### src/rtl/rc522_pkg.sv
// rc522_pkg: MFRC-522 register map, init-table type/contents, sequencer state and owner encodings.
package rc522_pkg;
    typedef struct packed {
        logic [7:0] addr;
        logic [7:0] data;
    } init_entry_t;

    localparam int MAX_INIT = 15;
    typedef init_entry_t [0:MAX_INIT-1] init_table_t;

    localparam logic [7:0] COMMAND_REG     = 8'h01;
    localparam logic [7:0] T_MODE_REG      = 8'h2A;
    localparam logic [7:0] T_PRESCALER_REG = 8'h2B;
    localparam logic [7:0] T_RELOAD_REG_L  = 8'h2D;
    localparam logic [7:0] T_RELOAD_REG_H  = 8'h2C;
    localparam logic [7:0] TX_ASK_REG      = 8'h15;
    localparam logic [7:0] MODE_REG        = 8'h11;
    localparam logic [7:0] COM_IRQ_REG     = 8'h04;

    localparam init_table_t DEFAULT_TABLE = '{
        '{COMMAND_REG,     8'h0F},
        '{T_MODE_REG,      8'h8D},
        '{T_PRESCALER_REG, 8'h3E},
        '{T_RELOAD_REG_L,  8'h1E},
        '{T_RELOAD_REG_H,  8'h00},
        '{TX_ASK_REG,      8'h40},
        '{MODE_REG,        8'h3D},
        '0, '0, '0, '0, '0, '0, '0, '0
    };

    localparam logic [3:0] S_IDLE       = 4'd0;
    localparam logic [3:0] S_INIT_ISSUE = 4'd1;
    localparam logic [3:0] S_INIT_WAIT  = 4'd2;
    localparam logic [3:0] S_SETTLE     = 4'd3;
    localparam logic [3:0] S_POLL_GAP   = 4'd4;
    localparam logic [3:0] S_POLL_ISSUE = 4'd5;
    localparam logic [3:0] S_POLL_WAIT  = 4'd6;
    localparam logic [3:0] S_REPORT     = 4'd7;
    localparam logic [3:0] S_ERR        = 4'd8;

    localparam logic [1:0] OWN_NONE  = 2'd0;
    localparam logic [1:0] OWN_READ  = 2'd1;
    localparam logic [1:0] OWN_WRITE = 2'd2;
endpackage

### src/rtl/rc522_spi_mux.sv
// rc522_spi_mux: routes the SPI pins from whichever engine currently owns the bus; idle bus is SCK=0, SDA=1, MOSI=0.
module rc522_spi_mux
    import rc522_pkg::*;
(
    input  logic [1:0] i_owner,
    input  logic       i_rd_sck,
    input  logic       i_rd_sda,
    input  logic       i_rd_mosi,
    input  logic       i_wr_sck,
    input  logic       i_wr_sda,
    input  logic       i_wr_mosi,
    output logic       o_sck,
    output logic       o_sda,
    output logic       o_mosi
);
    always_comb begin
        o_sck  = (i_owner == OWN_READ) ? i_rd_sck  : (i_owner == OWN_WRITE) ? i_wr_sck  : 1'b0;
        o_sda  = (i_owner == OWN_READ) ? i_rd_sda  : (i_owner == OWN_WRITE) ? i_wr_sda  : 1'b1;
        o_mosi = (i_owner == OWN_READ) ? i_rd_mosi : (i_owner == OWN_WRITE) ? i_wr_mosi : 1'b0;
    end
endmodule

### src/rtl/rc522_reg_sequencer.sv
// rc522_reg_sequencer: replays the MFRC-522 init table through the write engine, then polls one
// status register through the read engine and reports non-zero masked results.
module rc522_reg_sequencer
    import rc522_pkg::*;
#(
    parameter int          INIT_LEN     = 7,
    parameter logic [7:0]  POLL_ADDR    = COM_IRQ_REG,
    parameter logic [7:0]  POLL_MASK    = 8'h30,
    parameter logic [15:0] POLL_GAP     = 16'd50000,
    parameter logic [11:0] DONE_TIMEOUT = 12'd1024,
    parameter init_table_t INIT_TABLE   = DEFAULT_TABLE
) (
    input  logic       i_clk,
    input  logic       i_rst_n,
    input  logic       i_enable,
    output logic       o_busy,
    output logic       o_init_done,
    output logic       o_card_valid,
    output logic [7:0] o_card_data,
    output logic       o_error,
    output logic       o_rd_start,
    output logic [7:0] o_rd_addr,
    input  logic       i_rd_done,
    input  logic [7:0] i_rd_data,
    output logic       o_wr_start,
    output logic [7:0] o_wr_addr,
    output logic [7:0] o_wr_data,
    input  logic       i_wr_done,
    input  logic       i_rd_sck,
    input  logic       i_rd_sda,
    input  logic       i_rd_mosi,
    input  logic       i_wr_sck,
    input  logic       i_wr_sda,
    input  logic       i_wr_mosi,
    output logic       o_sck,
    output logic       o_sda,
    output logic       o_mosi
);
    localparam logic [3:0] LAST_IDX = 4'(INIT_LEN - 1);

    logic [3:0]  r_state;
    logic [3:0]  r_idx;
    logic [15:0] r_gap;
    logic [11:0] r_tmo;
    logic [1:0]  r_owner;
    logic [7:0]  r_poll;
    logic        r_init_done, r_card_valid, r_error, r_rd_start, r_wr_start;
    logic [7:0]  r_card_data, r_rd_addr, r_wr_addr, r_wr_data;
    init_entry_t w_entry;
    logic        w_done;

    // Only the current owner's done is honoured, so a stray done from the idle engine is ignored.
    assign w_entry = INIT_TABLE[r_idx];
    assign w_done  = (r_owner == OWN_READ) ? i_rd_done : (r_owner == OWN_WRITE) ? i_wr_done : 1'b0;

    always_ff @(posedge i_clk or negedge i_rst_n) begin
        if (!i_rst_n) begin
            r_state      <= S_IDLE;
            r_idx        <= '0;
            r_gap        <= '0;
            r_tmo        <= '0;
            r_owner      <= OWN_NONE;
            r_poll       <= '0;
            r_init_done  <= 1'b0;
            r_card_valid <= 1'b0;
            r_error      <= 1'b0;
            r_rd_start   <= 1'b0;
            r_wr_start   <= 1'b0;
            r_card_data  <= '0;
            r_rd_addr    <= '0;
            r_wr_addr    <= '0;
            r_wr_data    <= '0;
        end else begin
            r_rd_start   <= 1'b0;
            r_wr_start   <= 1'b0;
            r_card_valid <= 1'b0;
            case (r_state)
                S_IDLE: begin
                    r_init_done <= 1'b0;
                    r_idx       <= '0;
                    if (i_enable) r_state <= S_INIT_ISSUE;
                end
                S_INIT_ISSUE: begin
                    if (!i_enable) r_state <= S_IDLE;
                    else begin
                        r_wr_start <= 1'b1;
                        r_wr_addr  <= w_entry.addr;
                        r_wr_data  <= w_entry.data;
                        r_owner    <= OWN_WRITE;
                        r_tmo      <= '0;
                        r_state    <= S_INIT_WAIT;
                    end
                end
                S_INIT_WAIT, S_POLL_WAIT: begin
                    if (w_done) begin
                        if (r_state == S_POLL_WAIT) r_poll <= i_rd_data;
                        r_state <= (r_state == S_POLL_WAIT) ? S_REPORT : S_SETTLE;
                    end else if (r_tmo == DONE_TIMEOUT - 12'd1) begin
                        r_error <= 1'b1;
                        r_owner <= OWN_NONE;
                        r_state <= S_ERR;
                    end else r_tmo <= r_tmo + 12'd1;
                end
                S_SETTLE: begin
                    r_owner <= OWN_NONE;
                    if (!i_enable) r_state <= S_IDLE;
                    else if (r_idx == LAST_IDX) begin
                        r_init_done <= 1'b1;
                        r_gap       <= '0;
                        r_state     <= S_POLL_GAP;
                    end else begin
                        r_idx   <= r_idx + 4'd1;
                        r_state <= S_INIT_ISSUE;
                    end
                end
                S_POLL_GAP: begin
                    if (!i_enable) r_state <= S_IDLE;
                    else if (r_gap == POLL_GAP - 16'd1) begin
                        r_gap   <= '0;
                        r_state <= S_POLL_ISSUE;
                    end else r_gap <= r_gap + 16'd1;
                end
                S_POLL_ISSUE: begin
                    if (!i_enable) r_state <= S_IDLE;
                    else begin
                        r_rd_start <= 1'b1;
                        r_rd_addr  <= POLL_ADDR;
                        r_owner    <= OWN_READ;
                        r_tmo      <= '0;
                        r_state    <= S_POLL_WAIT;
                    end
                end
                S_REPORT: begin
                    r_owner <= OWN_NONE;
                    r_gap   <= '0;
                    if (!i_enable) r_state <= S_IDLE;
                    else begin
                        if ((r_poll & POLL_MASK) != 8'h00) begin
                            r_card_valid <= 1'b1;
                            r_card_data  <= r_poll;
                        end
                        r_state <= S_POLL_GAP;
                    end
                end
                S_ERR: begin
                    if (!i_enable) begin
                        r_error <= 1'b0;
                        r_state <= S_IDLE;
                    end
                end
                default: r_state <= S_IDLE;
            endcase
        end
    end

    assign o_busy       = r_owner != OWN_NONE;
    assign o_init_done  = r_init_done;
    assign o_card_valid = r_card_valid;
    assign o_card_data  = r_card_data;
    assign o_error      = r_error;
    assign o_rd_start   = r_rd_start;
    assign o_rd_addr    = r_rd_addr;
    assign o_wr_start   = r_wr_start;
    assign o_wr_addr    = r_wr_addr;
    assign o_wr_data    = r_wr_data;

    rc522_spi_mux u_mux (
        .i_owner   (r_owner),
        .i_rd_sck  (i_rd_sck),
        .i_rd_sda  (i_rd_sda),
        .i_rd_mosi (i_rd_mosi),
        .i_wr_sck  (i_wr_sck),
        .i_wr_sda  (i_wr_sda),
        .i_wr_mosi (i_wr_mosi),
        .o_sck     (o_sck),
        .o_sda     (o_sda),
        .o_mosi    (o_mosi)
    );
endmodule

### config.mk
export PLATFORM = sky130hd
export DESIGN_NAME = rc522_reg_sequencer
export DESIGN_NICKNAME = d
export VERILOG_FILES = /design/src/rtl/rc522_pkg.sv /design/src/rtl/rc522_spi_mux.sv /design/src/rtl/rc522_reg_sequencer.sv
export SDC_FILE = /design/constraint.sdc
export NUM_CORES = 1
export LEC_CHECK = 0
export CAP_MARGIN = 20
export CORE_AREA = 2 2 92 94
export DETAILED_ROUTE_END_ITERATION = 10
export DIE_AREA = 0 0 94 96
export PLACE_DENSITY = 0.72
export SLEW_MARGIN = 20
export SYNTH_ARGS = -nofsm -noshare
export SYNTH_HDL_FRONTEND = slang
export SYNTH_SLANG_ARGS = --single-unit
### constraint.sdc
create_clock -name i_clk -period 2.7 [get_ports i_clk]
set_clock_uncertainty 0.05 [all_clocks]
set_input_delay 0.405 -clock i_clk [delete_from_list [all_inputs] [get_ports i_clk]]
set_output_delay 0.405 -clock i_clk [all_outputs]
set_load 0.01 [all_outputs]
# ---- Word-level counts from Yosys, hierarchy flattened
# Memory sizes are Yosys's and may differ from the RTL's. A register that Yosys moved wholly into a read port is not among the register bits.
# Index checks and enable logic that the tools add are counted.
dict set report word_totals {
  regBits 60
  latch_bits 0
  mem_bits_rw 0
  mem_bits_ro 256
  in_bits 19
  out_inout_bits 41
  word_cells 119
  memories 1
}
# name depth word_bits read_ports rd_clocked_by_memory_dff wr line_no
set memory_table {}
lappend memory_table {{(name not given)} 16 16 1 1 0 rc522_reg_sequencer.sv:53} ;# assign w_entry = INIT_TABLE[r_idx];
dict set report op_classes {
  addsub 3
  mul 0
  div_mod_pow 0
  n_lt_le_gt_ge 0
  eq_ne 27
  n_shift 0
  muxes 51
  bitwise_logic 1
  reduce_logical 23
}
# op n
set ops {}
lappend ops {{2-to-1 mux 16 bit} 4}
lappend ops {{case mux 16 bit (3 select lines)} 1}
lappend ops {{2-to-1 mux 12 bit} 3}
lappend ops {{2-to-1 mux 4 bit} 8}
lappend ops {{case mux 4 bit (8 select lines)} 1}
lappend ops {{case mux 12 bit (2 select lines)} 1}
lappend ops {{inequality test 2 bit, second input constant} 11}
lappend ops {{== test 4 x 3 -> 1 bit, second input constant} 5}
lappend ops {{2-to-1 mux 1 bit} 19}
lappend ops {{adder 16 x 1 -> 16 bit, second input constant} 1}
lappend ops {{== test 16 bit, second input constant} 1}
lappend ops {{AND reduction 4 bit} 4}
lappend ops {{2-to-1 mux 3 bit} 5}
lappend ops {{adder 12 x 1 -> 12 bit, second input constant} 1}
lappend ops {{== test 12 x 10 -> 1 bit, second input constant} 1}
lappend ops {{AND reduction 3 bit} 4}
lappend ops {{2-to-1 mux 2 bit} 5}
lappend ops {{== test 4 x 2 -> 1 bit, second input constant} 2}
lappend ops {{case mux 2 bit (4 select lines)} 1}
lappend ops {{case mux 4 bit (2 select lines)} 1}
lappend ops {{nonzero test 2 bit} 4}
lappend ops {{nonzero test 8 bit} 1}
lappend ops {{inequality test 3 bit, second input constant} 2}
lappend ops {{OR reduction 2 bit} 3}
lappend ops {{other kinds (14)} 16}

# ---- Logic depth before layout (Yosys ltp)
dict set report logic_depth {
  word_depth 5
  mapped_depth 9
  ltp_nobuf 7
}

# ---- Modules after synthesis
# From an unflattened synthesis, not the netlist that was laid out.
dict set report unflattened {
  cells_unflattened 404
  area_unflattened_um2 3837.4
}
# module instances cells_each area_each_um2 seq_area_each_um2
set modules_own_cells {}
lappend modules_own_cells {rc522_reg_sequencer 1 397 3788.6 1801.7}
lappend modules_own_cells {rc522_spi_mux 1 7 48.8 0.0}

# ---- Worst setup path before layout
# No wires, ideal clock.
dict set report synth_timing {
  path_type {flip-flop to flip-flop}
  startpoint {reg r_idx[0]}
  endpoint {reg r_gap[11]}
  setup_time_ns 0.083
  arrival_ns 2.217
  required_time_ns 2.567
  setup_slack_ns 0.351
  path_stages_with_launch 10
  path_buffers 2
  period_less_slack_ns 2.349
  cell_sequence {dfrtp_1 > inv_1 > ha_1 > nand3b_1 > o211a_1 > or4_1 > buf_6 > buf_4 > or3_1 > o21ai_0}
}
dict set report synth_between {
  elab_chain_len 3
}
# element line_no
set synth_rtl {}
lappend synth_rtl {{start: declaration} rc522_reg_sequencer.sv:42} ;# logic [3:0] r_idx;
lappend synth_rtl {{start signal: assignment} rc522_reg_sequencer.sv:112} ;# r_idx <= r_idx + 4'd1;
lappend synth_rtl {{== test 4 x 3 -> 1 bit} rc522_reg_sequencer.sv:107} ;# else if (r_idx == LAST_IDX) begin
lappend synth_rtl {{inequality test 2 bit (no line)} -}
lappend synth_rtl {{AND reduction 4 bit (no line)} -}
lappend synth_rtl {{end signal: assignment} rc522_reg_sequencer.sv:121} ;# end else r_gap <= r_gap + 16'd1;
lappend synth_rtl {{end: declaration} rc522_reg_sequencer.sv:43} ;# logic [15:0] r_gap;
# No other way between the ends.
# A chain may end at the register's enable or synchronous reset.

# ---- Worst setup path in the final report
dict set report layout_timing {
  startpoint {reg r_idx[1]}
  endpoint {reg r_gap[9]}
}
# The elaborated chain is that of the path after synthesis.

==> reports/qor.csv <==
stage,metric,value,unit
status,status,"finished, final reports clean",
timing,Max Clk Rate,412,MHz
yosys,mapped cell area,3780,um^2
place,hpwl dp,5490,um
worst_setup_path,crit path kind,reg -> reg,
worst_setup_path,WP data arrival,2.65,ns
worst_setup_path,Startpoint Class,register,
clock_tree,clk slew on worst S/H paths,0.08,ns
timing,final worst slack,0.272,ns
cells_and_area,share of cells above drive strength 1,0.140,
yosys,Mapped Cells,392,
worst_setup_path,crit-path max cell delay,0.69,ns
yosys,Yosys reg bits,72,
yosys,"area leader, netlist",dfrtp_1,
place,GPL Wtd Cong,0.838,
timing,final slew viol count,0,
clock_tree,H-tree Lvls,3,
power_and_ir_drop,Max VDD drop,0.337,mV
clock_tree,CTS Buf Count,9,
floorplanning,CORE AREA,8050,um^2
worst_setup_path,CP Cell Sequence,ha_1 > nand3b_1 > o211a_1 > or4_1 > or3_2 > o21ai_0,
cells_and_area,# fillers,706,
clock_tree,hold buffers post-CTS,1,
drt,WL per Instance,13.7,um
power_and_ir_drop,Pwr Density,703,nW/um^2
timing,Final setup violation count,0,
global_route,vias in the first global route,2901,
drt,DRC errors left,0,
drt,first-pass detailed-route iteration total,4,
worst_setup_path,CP max FO,9,
global_route,first-pass GRT wire length,13300,um
clock_tree,post-CTS setup buffers,0,
yosys,prevailing post-synth register cell,dfrtp_1,
yosys,"Avg Cell Area, Syn",9.64,um^2
yosys,Yosys Warn Count,0,
place,number of port buffers,50,
worst_hold_path,HP Class,reg -> reg,
cells_and_area,"leading cell types in the layout, fill and taps excluded","72 x dfrtp_1, 53 x nand2_1, 49 x clkdlybuf4s50_1, 38 x o21ai_0, 20 x nor2_1",
floorplanning,IO Count,60,
yosys,"EDFF count, synth",0,
worst_setup_path,CP required,2.92,ns
clock_tree,worst skew pair latency,0.35,ns
timing,min cycle time layout,2.43,ns
floorplanning,# rows,33,
place,DP Area,4390,um^2
drt,Vias,3032,
worst_setup_path,Setup crit end kind,register,
timing,RSZ-0062 raised after global routing,false,
global_route,grt ovf,0,
yosys,distinct cell type count after synthesis,62,
cells_and_area,Area Growth Syn to Fin,23.1,%
drt,vias per cell,5.40,
yosys,post-synthesis async set-or-reset flop share,1.00,
global_route,largest net degree at the start of global routing,30,
global_route,GRT Resource Usage Total,0.186,
timing,max_slew headroom,0.522,
timing,Slew @ Worst Pin,0.710,ns
cells_and_area,"commonest non-fill, non-tap cell in the layout",dfrtp_1,
power_and_ir_drop,Static Leak,2.12,nW
clock_tree,Root Buffer,clkbuf_8,
yosys,sequential cell area fraction in the yosys report,0.477,
worst_setup_path,Worst Path Buf+Inv,0,
timing,crit share post-route,0.899,
worst_setup_path,cell family with most CP delay,simple AND/OR/NAND/NOR gates,
drt,"wirelength, routed",7680,um
worst_setup_path,crit path max-delay cell type,or4_1,
clock_tree,Max Buffers Root-to-Sink,2,
clock_tree,CTS tree,done,
cells_and_area,final instance area,4650,um^2
clock_tree,clk sinks,72,
floorplanning,Die ar.,9020,um^2
cells_and_area,# diodes,0,
timing,Final Hold Fails,0,
yosys,Synth top area share,0.477,
drt,Iter 0 DRT Violations,109,
floorplanning,Initial Utilization,0.469,
job,max-cap violations,0,
yosys,Synth area leaders,"dfrtp_1 48%, nand2_1 5.3%, o21ai_0 5.0%",
clock_tree,Post-CTS Resized,0,
cells_and_area,nets,478,
floorplanning,Die Ht,96,um
floorplanning,die width,94,um
drt,Detail Route Antenna Nets,0,
place,setup slack at placement,-0.0386,ns
global_route,antenna violations before repair,0,
[synthesized netlist by cell type, types with 5 or more instances]
cell / instances
o31ai_1: 9
mux2_2: 14
nand3_1: 17
a31oi_1: 5
o21ai_0: 38
and2_1: 5
a21oi_1: 17
dfrtp_1: 72
inv_1: 18
buf_4: 14
nand2_1: 53
nor3_1: 8
nor2_1: 20
ha_1: 8
clkbuf_1: 8
nand2b_1: 7
[routing by layer]
| layer | vias to the layer above | GRT usage | wire length [um] |
|---|---|---|---|
| li1 | 1495 | - | - |
| met1 | 1458 | 0.250 | 3610 |
| met2 | 68 | 0.302 | 3580 |
| met3 | 11 | 0.0368 | 345 |
| met4 | 0 | 0.0664 | 140 |
| met5 | - | 0 | 0 |
[layout make-up]
type / count / area [um^2] / share of cell area
timing repair buffer: 66 / 618 / 0.133
multi-input combinational: 284 / 1780 / 0.382
clock buffer: 10 / 138 / 0.0296
clock inverter: 6 / 115 / 0.0248
inverter: 18 / 67.6 / 0.0145
sequential: 72 / 1800 / 0.388
tap: 105 / 131 / 0.0283
[state kept, by name, indices dropped and copies added, names as in the netlist]
register	count
o_card_data	8
o_card_valid	1
o_error	1
o_init_done	1
o_rd_addr	1
o_rd_start	1
o_wr_addr	5
o_wr_data	7
o_wr_start	1
r_gap	16
r_idx	4
r_owner	2
r_poll	8
r_state	4
r_tmo	12
[power breakdown]
| part | total, mW | switching (mW) | internal (mW) |
|---|---|---|---|
| Sequential | 1.30 | 0.113 | 1.19 |
| Combinational | 0.897 | 0.476 | 0.421 |
| Clock | 1.07 | 0.428 | 0.644 |
[through the flow]
stage | power [mW] | instances | utilization | TNS [ns] | hold slack [ns]
5_1_grt | 3.47 | 561 | 0.577 | 0 | 0.444
6_report | 3.27 | 561 | 0.577 | 0 | 0.414
3_5_place_dp | 2.22 | 544 | 0.545 | -0.120 | 0.370
2_1_floorplan | 1.88 | 400 | - | 0 | 0.0594
4_1_cts | 3.29 | 561 | 0.577 | 0 | 0.423
3_3_place_gp | 2.20 | 544 | 0.545 | -0.00444 | 0.363
[worst register-to-register path: cells and delay by family (launching register included)]
kind / cells / cell delay (ns)
flip-flops: 1 / 0.46
adder cells (fa/ha/maj): 1 / 0.21
AO/OA/AOI/OAI: 2 / 0.32
AND/OR/NAND/NOR: 3 / 1.33
[logic make-up (layout without fill, tap and decap cells)]
group,count (synthesis),after routing,share of synthesized area
xor+xnor,1,1,0.00232
mux,19,19,0.0563
buf+inv,44,100,0.0606
other cells,1,9,0.000993
compound gates,98,98,0.166
simple gates,149,149,0.211
fa+ha+maj,8,8,0.0265
flops,72,72,0.477
[final timing paths]
path | startpoint | to | slack (ns) | cells after the start
setup / recovery | r_idx[1] | r_gap[9] | 0.27 | 6
hold / removal | o_wr_addr[4] | o_wr_addr[4] | 0.41 | 2
setup reg to reg | r_idx[1] | r_gap[9] | 0.27 | 6
hold reg to reg | o_wr_addr[4] | o_wr_addr[4] | 0.41 | 2
max in group asynchronous | i_rst_n | r_gap[12] | 1.31 | 3
min in group asynchronous | i_rst_n | r_gap[8] | 0.52 | 2
No activity file was read; power rests on OpenSTA's default activity.
